**src/rtl/pixel_scheduler_pkg.sv**
```systemverilog
// Shared types and constants for the pixel scheduler and its downstream pixel sink.
package pixel_scheduler_pkg;

    // Fixed-point coordinate format (signed Q16.16).
    localparam int FP_W    = 32;
    localparam int FP_FRAC = 16;
    typedef logic signed [FP_W-1:0] fp;

    // Scheduler states.
    typedef enum logic [1:0] {
        IDLE  = 2'd0,
        RUN   = 2'd1,
        DRAIN = 2'd2,
        DONE  = 2'd3
    } sched_state_t;

    // Plain-vector aliases of the states for the state register.
    localparam logic [1:0] ST_IDLE  = IDLE;
    localparam logic [1:0] ST_RUN   = RUN;
    localparam logic [1:0] ST_DRAIN = DRAIN;
    localparam logic [1:0] ST_DONE  = DONE;

    // Pixel tag as seen by the pixel sink; wide enough for any supported resolution.
    localparam int TAG_W = 16;
    typedef struct packed {
        logic [TAG_W-1:0] x;
        logic [TAG_W-1:0] y;
        logic             sof;
        logic             eol;
    } pixel_tag_t;

endpackage

```
**src/rtl/pixel_scheduler_if.sv**
```systemverilog
// Bundle of configuration, credit-return and issue signals around the pixel scheduler.
interface pixel_scheduler_if
    import pixel_scheduler_pkg::*;
#(
    parameter int XW = 10,
    parameter int YW = 9
);
    logic          start;
    fp             x_start;
    fp             y_start;
    fp             x_step;
    fp             y_step;
    logic          ret_valid;
    logic          valid_out;
    fp             screen_x;
    fp             screen_y;
    logic [XW-1:0] pixel_x;
    logic [YW-1:0] pixel_y;
    logic          sof;
    logic          eol;
    logic          busy;
    logic          frame_done;
    logic          cred_err;

    // Environment side: drives config and returns, observes issued pixels.
    modport master (
        output start, x_start, y_start, x_step, y_step, ret_valid,
        input  valid_out, screen_x, screen_y, pixel_x, pixel_y,
        input  sof, eol, busy, frame_done, cred_err
    );

    // Scheduler side.
    modport slave (
        input  start, x_start, y_start, x_step, y_step, ret_valid,
        output valid_out, screen_x, screen_y, pixel_x, pixel_y,
        output sof, eol, busy, frame_done, cred_err
    );
endinterface

```
**src/rtl/pixel_scheduler_credit_counter.sv**
```systemverilog
// Credit counter bounding the number of rays in flight; saturates at DEPTH (DEPTH >= 1).
module credit_counter #(
    parameter int DEPTH = 16
) (
    input  logic clk,
    input  logic rst_n,
    input  logic take,
    input  logic give,
    output logic avail,
    output logic full,
    output logic err
);
    localparam int            CW    = $clog2(DEPTH + 1);
    localparam logic [CW-1:0] C_MAX = CW'(DEPTH);
    localparam logic [CW-1:0] C_ONE = CW'(1);

    logic [CW-1:0] r_count;
    logic          r_err;

    assign avail = (r_count != '0);
    assign full  = (r_count == C_MAX);
    assign err   = r_err;

    // count: -take +give; a return at full saturates and raises the sticky error
    always_ff @(posedge clk or negedge rst_n) begin
        if (!rst_n) begin
            r_count <= C_MAX;
            r_err   <= 1'b0;
        end else if (take && !give) begin
            if (r_count != '0) begin
                r_count <= r_count - C_ONE;
            end
        end else if (give && !take) begin
            if (full) begin
                r_err <= 1'b1;
            end else begin
                r_count <= r_count + C_ONE;
            end
        end
    end
endmodule

```
**src/rtl/pixel_scheduler.sv**
```systemverilog
// Raster-order pixel issuer feeding ray_unit, throttled by returned credits.
module pixel_scheduler
    import pixel_scheduler_pkg::*;
#(
    parameter int H_RES        = 640,
    parameter int V_RES        = 480,
    parameter int MAX_INFLIGHT = 16
) (
    input  logic              clk,
    input  logic              rst_n,
    pixel_scheduler_if.slave  bus
);
    localparam int            XW     = (H_RES > 1) ? $clog2(H_RES) : 1;
    localparam int            YW     = (V_RES > 1) ? $clog2(V_RES) : 1;
    localparam logic [XW-1:0] X_LAST = XW'(H_RES - 1);
    localparam logic [YW-1:0] Y_LAST = YW'(V_RES - 1);
    localparam logic [XW-1:0] X_ONE  = XW'(1);
    localparam logic [YW-1:0] Y_ONE  = YW'(1);

    logic [1:0]    r_state;
    logic [1:0]    w_state_next;
    logic          r_busy;
    logic          r_done;
    fp             r_x_start;
    fp             r_x_step;
    fp             r_y_step;
    fp             r_cur_x;
    fp             r_cur_y;
    logic [XW-1:0] r_col;
    logic [YW-1:0] r_row;
    logic          r_valid;
    fp             r_sx;
    fp             r_sy;
    logic [XW-1:0] r_px;
    logic [YW-1:0] r_py;
    logic          r_sof;
    logic          r_eol;

    logic w_avail;
    logic w_full;
    logic w_err;
    logic w_issue;
    logic w_start_ok;
    logic w_row_end;
    logic w_last_pix;

    // Issue decision uses only the registered credit count.
    assign w_issue    = (r_state == ST_RUN) && w_avail;
    assign w_start_ok = (r_state == ST_IDLE) && bus.start;
    assign w_row_end  = (r_col == X_LAST);
    assign w_last_pix = w_row_end && (r_row == Y_LAST);

    // Credits are always back at the maximum whenever the FSM is idle, so start needs no reload.
    credit_counter #(.DEPTH(MAX_INFLIGHT)) u_credit (
        .clk   (clk),
        .rst_n (rst_n),
        .take  (w_issue),
        .give  (bus.ret_valid),
        .avail (w_avail),
        .full  (w_full),
        .err   (w_err)
    );

    // Next-state decode for IDLE -> RUN -> DRAIN -> DONE -> IDLE
    always_comb begin
        w_state_next = r_state;
        case (r_state)
            ST_IDLE:  if (bus.start)              w_state_next = ST_RUN;
            ST_RUN:   if (w_issue && w_last_pix)  w_state_next = ST_DRAIN;
            ST_DRAIN: if (w_full)                 w_state_next = ST_DONE;
            ST_DONE:                              w_state_next = ST_IDLE;
            default:                              w_state_next = ST_IDLE;
        endcase
    end

    // State register plus busy/frame_done flops derived from the next state
    always_ff @(posedge clk or negedge rst_n) begin
        if (!rst_n) begin
            r_state <= ST_IDLE;
            r_busy  <= 1'b0;
            r_done  <= 1'b0;
        end else begin
            r_state <= w_state_next;
            r_busy  <= (w_state_next != ST_IDLE);
            r_done  <= (w_state_next == ST_DONE);
        end
    end

    // Frame configuration captured only on an accepted start
    always_ff @(posedge clk or negedge rst_n) begin
        if (!rst_n) begin
            r_x_start <= '0;
            r_x_step  <= '0;
            r_y_step  <= '0;
        end else if (w_start_ok) begin
            r_x_start <= bus.x_start;
            r_x_step  <= bus.x_step;
            r_y_step  <= bus.y_step;
        end
    end

    // Raster counters and incrementally stepped coordinates (wrapping adds)
    always_ff @(posedge clk or negedge rst_n) begin
        if (!rst_n) begin
            r_col   <= '0;
            r_row   <= '0;
            r_cur_x <= '0;
            r_cur_y <= '0;
        end else if (w_start_ok) begin
            r_col   <= '0;
            r_row   <= '0;
            r_cur_x <= bus.x_start;
            r_cur_y <= bus.y_start;
        end else if (w_issue) begin
            if (w_row_end) begin
                r_col   <= '0;
                r_row   <= r_row + Y_ONE;
                r_cur_x <= r_x_start;
                r_cur_y <= r_cur_y + r_y_step;
            end else begin
                r_col   <= r_col + X_ONE;
                r_cur_x <= r_cur_x + r_x_step;
            end
        end
    end

    // Output flops: strobe every cycle, payload held between issues
    always_ff @(posedge clk or negedge rst_n) begin
        if (!rst_n) begin
            r_valid <= 1'b0;
            r_sx    <= '0;
            r_sy    <= '0;
            r_px    <= '0;
            r_py    <= '0;
            r_sof   <= 1'b0;
            r_eol   <= 1'b0;
        end else begin
            r_valid <= w_issue;
            if (w_issue) begin
                r_sx  <= r_cur_x;
                r_sy  <= r_cur_y;
                r_px  <= r_col;
                r_py  <= r_row;
                r_sof <= (r_col == '0) && (r_row == '0);
                r_eol <= w_row_end;
            end
        end
    end

    assign bus.valid_out  = r_valid;
    assign bus.screen_x   = r_sx;
    assign bus.screen_y   = r_sy;
    assign bus.pixel_x    = r_px;
    assign bus.pixel_y    = r_py;
    assign bus.sof        = r_sof;
    assign bus.eol        = r_eol;
    assign bus.busy       = r_busy;
    assign bus.frame_done = r_done;
    assign bus.cred_err   = w_err;
endmodule
```
**src/flat_wrapper.sv**
```systemverilog
// flat-port wrapper written by rule: the top's interface ports become plain ports
module pixel_scheduler_flat import pixel_scheduler_pkg::*;
#(
    parameter int H_RES        = 640,
    parameter int V_RES        = 480,
    parameter int MAX_INFLIGHT = 16
)
  (clk, rst_n, bus_start, bus_x_start, bus_y_start, bus_x_step, bus_y_step, bus_ret_valid, bus_valid_out, bus_screen_x, bus_screen_y, bus_pixel_x, bus_pixel_y, bus_sof, bus_eol, bus_busy, bus_frame_done, bus_cred_err);
  pixel_scheduler_if bus_i ();
  input  logic clk;
  input  logic rst_n;
  input wire logic [$bits(bus_i.start)-1:0] bus_start;
  input wire logic [$bits(bus_i.x_start)-1:0] bus_x_start;
  input wire logic [$bits(bus_i.y_start)-1:0] bus_y_start;
  input wire logic [$bits(bus_i.x_step)-1:0] bus_x_step;
  input wire logic [$bits(bus_i.y_step)-1:0] bus_y_step;
  input wire logic [$bits(bus_i.ret_valid)-1:0] bus_ret_valid;
  output wire logic [$bits(bus_i.valid_out)-1:0] bus_valid_out;
  output wire logic [$bits(bus_i.screen_x)-1:0] bus_screen_x;
  output wire logic [$bits(bus_i.screen_y)-1:0] bus_screen_y;
  output wire logic [$bits(bus_i.pixel_x)-1:0] bus_pixel_x;
  output wire logic [$bits(bus_i.pixel_y)-1:0] bus_pixel_y;
  output wire logic [$bits(bus_i.sof)-1:0] bus_sof;
  output wire logic [$bits(bus_i.eol)-1:0] bus_eol;
  output wire logic [$bits(bus_i.busy)-1:0] bus_busy;
  output wire logic [$bits(bus_i.frame_done)-1:0] bus_frame_done;
  output wire logic [$bits(bus_i.cred_err)-1:0] bus_cred_err;
  assign bus_i.start = bus_start;
  assign bus_i.x_start = bus_x_start;
  assign bus_i.y_start = bus_y_start;
  assign bus_i.x_step = bus_x_step;
  assign bus_i.y_step = bus_y_step;
  assign bus_i.ret_valid = bus_ret_valid;
  assign bus_valid_out = bus_i.valid_out;
  assign bus_screen_x = bus_i.screen_x;
  assign bus_screen_y = bus_i.screen_y;
  assign bus_pixel_x = bus_i.pixel_x;
  assign bus_pixel_y = bus_i.pixel_y;
  assign bus_sof = bus_i.sof;
  assign bus_eol = bus_i.eol;
  assign bus_busy = bus_i.busy;
  assign bus_frame_done = bus_i.frame_done;
  assign bus_cred_err = bus_i.cred_err;
  pixel_scheduler #(.H_RES(H_RES), .V_RES(V_RES), .MAX_INFLIGHT(MAX_INFLIGHT)) u_core (.clk(clk), .rst_n(rst_n), .bus(bus_i));
endmodule
```
**config.mk**
```make
export PLATFORM = sky130hd
export DESIGN_NAME = pixel_scheduler_flat
export DESIGN_NICKNAME = d
export VERILOG_FILES = /design/src/rtl/pixel_scheduler_pkg.sv /design/src/rtl/pixel_scheduler_if.sv /design/src/rtl/pixel_scheduler_credit_counter.sv /design/src/rtl/pixel_scheduler.sv /design/src/flat_wrapper.sv
export SDC_FILE = /design/constraint.sdc
export NUM_CORES = 1
export LEC_CHECK = 0
export ABC_AREA = 1
export BUFFER_PORTS_ARGS = -buffer_cell sky130_fd_sc_hd__buf_2
export CORE_UTILIZATION = 60
export CTS_CLUSTER_SIZE = 8
export DETAILED_ROUTE_END_ITERATION = 10
export HOLD_SLACK_MARGIN = 0.02
export PLACE_DENSITY = 0.82
export SLEW_MARGIN = 20
export SYNTH_ARGS = -nofsm -noshare
export SYNTH_HDL_FRONTEND = slang
export SYNTH_SLANG_ARGS = --single-unit
```
**constraint.sdc**
```tcl
create_clock -name clk -period 5.6 [get_ports clk]
set_input_delay 1.12 -clock clk [delete_from_list [all_inputs] [get_ports clk]]
set_output_delay 1.12 -clock clk [all_outputs]
set_load 0.05 [all_outputs]
```
# After elaboration in Yosys (flattened, before gate mapping)
# Index checks and enable logic that the tools add are counted.
[totals]
word_cells = 75
output_inout_bits = 89
register_bits = 275
[op_classes]
n_mux = 20
reduce_logical = 20
addsub = 6
n_eq_ne = 9
n_bitwise = 1
[op_table]
columns = ["cell", "count"]
rows = [
  ["$mux W32", 6],
  ["$add A32 B32 Y32", 2],
  ["$mux W10", 3],
  ["$mux W9", 3],
  ["$mux W5", 4],
  ["$add A10 B1 Y10 const B", 1],
  ["$eq A10 B10 Y1 const B", 1],
  ["$logic_not A10 Y1", 1],
  ["$add A9 B1 Y9 const B", 1],
  ["$eq A9 B9 Y1 const B", 1],
  ["$logic_not A9 Y1", 1],
  ["$pmux W2 S4", 1],
  ["$reduce_bool A2 Y1", 4],
  ["$logic_and A1 B1 Y1", 7],
  ["$eq A2 B2 Y1 const B", 3],
  ["$mux W2", 3],
  ["$reduce_and A3 Y1", 2],
  ["$add A5 B1 Y5 const B", 1],
  ["$eq A5 B5 Y1 const B", 1],
  ["$reduce_bool A5 Y1", 1],
  ["$sub A5 B1 Y5 const B", 1],
  ["$ne A2 B1 Y1 const B", 2],
  ["$eq A2 B1 Y1 const B", 1],
  ["$logic_not A1 Y1", 2],
  ["other kinds (3)", 3],
]

# Logic depth before layout (Yosys ltp)
[depth]
ltp_word = 6
ltp_mapped = 15
mapped_depth_nobuf = 15

# By module
# A second synthesis with hierarchy kept.
[hier_totals]
cells_unflattened = 2247
hier_area_um2 = 15996.6
[modules_own_cells]
columns = ["module", "cells_each", "area_each_um2", "instances", "seq_area_each_um2"]
rows = [
  ["pixel_scheduler", 2183, 15523.6, 1, 6731.5],
  ["credit_counter", 64, 473.0, 1, 151.4],
]

# Least setup slack after synthesis
# OpenSTA, ideal clock, no wires.
[synth_path]
path_kind = "register to register"
start = "reg u_core.r_state[1]"
end = "reg u_core.u_credit.r_count[4]"
period_less_slack_ps = 2460
required_time_ps = 5521
path_stages_with_launch = 12
setup_ps = 79
setup_slack_ps = 3140
path_buffers = 1
arrival_time_ps = 2382
path_cell_list = "dfrtp_1 -> nor2_1 -> nand2_4 -> inv_2 -> buf_1 -> ha_1 -> inv_1 -> fa_1 -> o21ai_0 -> xor2_1 -> nand2_1 -> o21ai_0"
[synth_between]
elab_chain_cells = 6
elab_cells_between_ends = 10
cone_classes = "eq/ne (3); mux (1); reduce/logical (6)"
[synth_rtl]
columns = ["element", "line", "source"]
rows = [
  ["start: declaration", "pixel_scheduler.sv:20", "logic [1:0] r_state;"],
  ["start signal: assignment", "pixel_scheduler.sv:83", "r_state <= w_state_next;"],
  ["$eq A2 B1 Y1 (*)", "pixel_scheduler.sv:48", "assign w_issue = (r_state == ST_RUN) && w_avail;"],
  ["$logic_and A1 B1 Y1 (*)", "pixel_scheduler.sv:48", ""],
  ["via u_core.u_credit.take", "pixel_scheduler_credit_counter.sv:7", "input logic take,"],
  ["$logic_not A1 Y1", "pixel_scheduler_credit_counter.sv:33", "end else if (give && !take) begin"],
  ["$logic_and A1 B1 Y1", "pixel_scheduler_credit_counter.sv:33", ""],
  ["$reduce_bool A2 Y1 (no source line)", "--", ""],
  ["$reduce_and A3 Y1 (no source line)", "--", ""],
  ["end signal: assignment", "pixel_scheduler_credit_counter.sv:31", "r_count <= r_count - C_ONE;"],
  ["end signal: assignment", "pixel_scheduler_credit_counter.sv:37", "r_count <= r_count + C_ONE;"],
  ["end: declaration", "pixel_scheduler_credit_counter.sv:17", "logic [CW-1:0] r_count;"],
]
# Mark *: on every way through the listed nets, which the timed path passes. The rest lies on a longest branch.
# A chain may end at the register's enable or synchronous reset.

# Worst setup path in the final report
[layout_path]
start = "in bus_start"
end = "reg u_core.r_cur_y[8]"
[layout_between]
elab_chain_cells = 3
elab_cells_between_ends = 5
cone_classes = "mux (1); reduce/logical (4)"
[layout_rtl]
columns = ["element", "line", "source"]
rows = [
  ["start: declaration", "flat_wrapper.sv:12", "input wire logic [$bits(bus_i.start)-1:0] bus_start;"],
  ["$logic_and A1 B1 Y1 (*)", "pixel_scheduler.sv:49", "assign w_start_ok = (r_state == ST_IDLE) && bus.start;"],
  ["$reduce_bool A2 Y1 (no source line)", "--", ""],
  ["$reduce_and A2 Y1 (no source line)", "--", ""],
  ["end signal: assignment", "pixel_scheduler.sv:113", "r_cur_y <= bus.y_start;"],
  ["end signal: assignment", "pixel_scheduler.sv:119", "r_cur_y <= r_cur_y + r_y_step;"],
  ["end: declaration", "pixel_scheduler.sv:28", "fp r_cur_y;"],
]
# Mark *: on every way between the ends. The rest lies on a longest branch, timed or not.

==> metrics.txt <==
root buffer cell clkbuf_16; crit path max fanout 52; EDFF count, synth 0; total track usage 32.9%; Max Clock Skew between 15 and 20 ps; First-pass DRT Iterations 7; post-route setup slack 2150 ps; H-tree depth 2; dominant cell type by area after synthesis dfrtp_1; Layout Utilization between 60% and 70%; post-cts resize count 0; ANT cells 0; wire per inst about 16 um; num ports 221; largest cells by area after synthesis dfrtp_1 42%, nand2_1 23%, inv_1 8.0%; Worst Setup SP bus_start; Post-Route WL 45100 um; final hold viol count 0; Mapped Area 16300 um2; DR vias/cell ~5.4; Hold Path Class reg2reg; Data arrival, critical path 3850 ps; syn_nets 2553; Fin Setup TNS 0 ps; yosys warns 0; # rows 60; vias in the first global route 14857; DRT iter0 DRCs 1301; Avg Synthesized Cell Area 6.96 um2; fmax 290 MHz; CTS sink cnt 275; Critical R2R Launch u_core.u_credit.r_count[1]$_DFFE_PN0P_; final instance area 18700 um2; Synth top area share a little over two fifths; pin count of the biggest net entering global routing 120; Critical Path End Type flip-flop; CTS tree done; Slew headroom 31.4%; Power Dens Cells 344 nW/um2; sequential share of the synthesized area between 40% and 50%; DRC 0; Final Net Count around 2800; starting density of the core 61.0%; # setup viols final 0; Leakage 11.0 nW; GR Overflow Total 0; clock slew at reported path FFs 50 ps; Worst EP required 6000 ps; Top FF cell, synth dfrtp_1; P&R area growth vs syn 14.3%; RePlAce Congestion approximately 0.94; Post CTS Setup Buffer Count 0; IO Port Bufs 220; Slew Limit Fails 0; post-DP HPWL roughly 32000 um; Yosys reg bits approximately 280; crit start category primary input; dpl ws 1700 ps; CTS buffer count 40; first-pass GRT wire length 74100 um; number of max-cap violations 0; status complete, no violations; Worst Hold Launch u_core.bus.screen_x[17]$_DFFE_PN0P_; crit share post-route a little over 60%; Vias 15536; die height 167 um; Slew @ Worst Pin just over 1000 ps; latest clock arrival within the worst-skew pair between 500 and 600 ps; Area after DPL 17600 um2; Final min period approximately 3500 ps; Post-synth ARST share 100%; die width 167 um; total power 6.43 mW; share of cells above drive strength 1 11.5%; Die ar. 27900 um2; Detail Route Antenna Nets 0; RSZ-0062 raised after global routing no; Worst VDD drop 0.000328 V; maximum buffer depth of the clock tree 3; Synth cell types 41; Hold-fix buffers, CTS 0; antenna violations before repair 0; core region area 26800 um2; Setup Crit Path Kind in2reg; Post-Syn Instances 2347
## final timing paths
check | endpoint | slack, ps | cells after the start
setup / recovery | u_core.r_cur_y[8]$_DFFE_PN0P_ | 2150 | 11
hold / removal | u_core.bus.screen_x[17]$_DFFE_PN0P_ | 470 | 2
setup reg to reg | u_core.r_cur_y[8]$_DFFE_PN0P_ | 2280 | 8
hold reg to reg | u_core.bus.screen_x[17]$_DFFE_PN0P_ | 470 | 2
max in group asynchronous | u_core.r_y_step[10]$_DFFE_PN0P_ | 3740 | 2
min in group asynchronous | u_core.r_x_step[4]$_DFFE_PN0P_ | 690 | 1
## Yosys cell counts (4+ instances only)
library cell,instances
a21oi_1,76
and2_1,6
buf_2,18
buf_4,5
buf_6,10
clkbuf_1,33
dfrtp_1,274
ha_1,71
inv_1,350
inv_2,6
nand2_1,999
nand3_1,109
nand4_1,19
nor2_1,126
nor3_1,7
nor3_2,4
o211ai_1,4
o21ai_0,122
o21ai_1,13
o21bai_1,8
o22ai_1,11
o31ai_1,8
xnor2_1,16
xor2_1,18
## power breakdown
group          leakage [nW]  internal [mW]  switching, mW
Combinational          7.07          0.458           1.32
Sequential             3.38           2.26          0.197
Clock                 0.530           1.35          0.841
Total                  11.0           4.07           2.36
## worst max-delay path, cell delays in order
cell	delay [ps]
buf_2	100
nand2_1	100
nor2_4	30
buf_4	270
inv_4	400
buf_4	480
nand2_2	150
nand2_4	500
inv_2	310
o211ai_1	180
nand2_1	80
## flip-flops by register name, summed over array words and instances (netlist names)
signal	count
u_core.bus.eol	1
u_core.r_y_step	32
u_core.bus.busy	1
u_core.bus.pixel_y	9
u_core.bus.screen_y	32
u_core.bus.sof	1
u_core.r_x_start	32
u_core.u_credit.err	1
u_core.bus.valid_out	1
u_core.r_col	10
u_core.r_state	2
u_core.r_cur_x	32
u_core.u_credit.r_count	5
u_core.bus.frame_done	1
u_core.r_x_step	32
u_core.bus.pixel_x	10
u_core.bus.screen_x	32
u_core.r_cur_y	32
u_core.r_row	9
## metal layers
metal	vias up	share of wire (%)	GRT usage, %	routed length, um
li1	7637	-	-	-
met1	7228	46	47.4	20900
met2	600	45	52.1	20100
met3	71	7.1	4.47	3190
met4	0	2.1	8.94	940
met5	-	0	0	0
## per-stage QoR
stage	std cells	hold slack [ps]
after floorplan	2347	443
after global placement	2847	457
after detailed placement	2847	461
after CTS	2898	474
after global routing	2898	494
final	2898	473
## cells in the final DEF (no fill, tap or decap), types with 8 or more instances in the layout
master       n
a21oi_1     76
buf_2      219
clkbuf_1     9
clkbuf_16   41
dfrtp_1    274
ha_1        71
inv_1      350
nand2_1    999
nand3_1    109
nand4_1     19
nor2_1     126
o21ai_0    122
o21ai_1     13
o21bai_1     8
o22ai_1     11
o31ai_1      8
xnor2_1     16
xor2_1      18
## final cells by class
cell class,instances,area (um2)
inverters,356,1340
fillers,2324,8130
flip-flops and latches,275,6880
well taps,341,427
clock buffers,50,1060
repair buffers,228,1180
multi-input cells,1647,7750
clock inverters,1,30.0
## cells by family after synthesis
logic type,Yosys count,synth area share (%)
AO/OA/AOI/OAI,249,8.14
XOR/XNOR,34,1.82
adder cells (fa/ha/maj),74,5.80
buffers and inverters,425,10.5
flip-flops,275,42.1
multiplexers,1,0.0613
AND/OR/NAND/NOR,1289,31.6
Power figures use the tool's default switching activity.
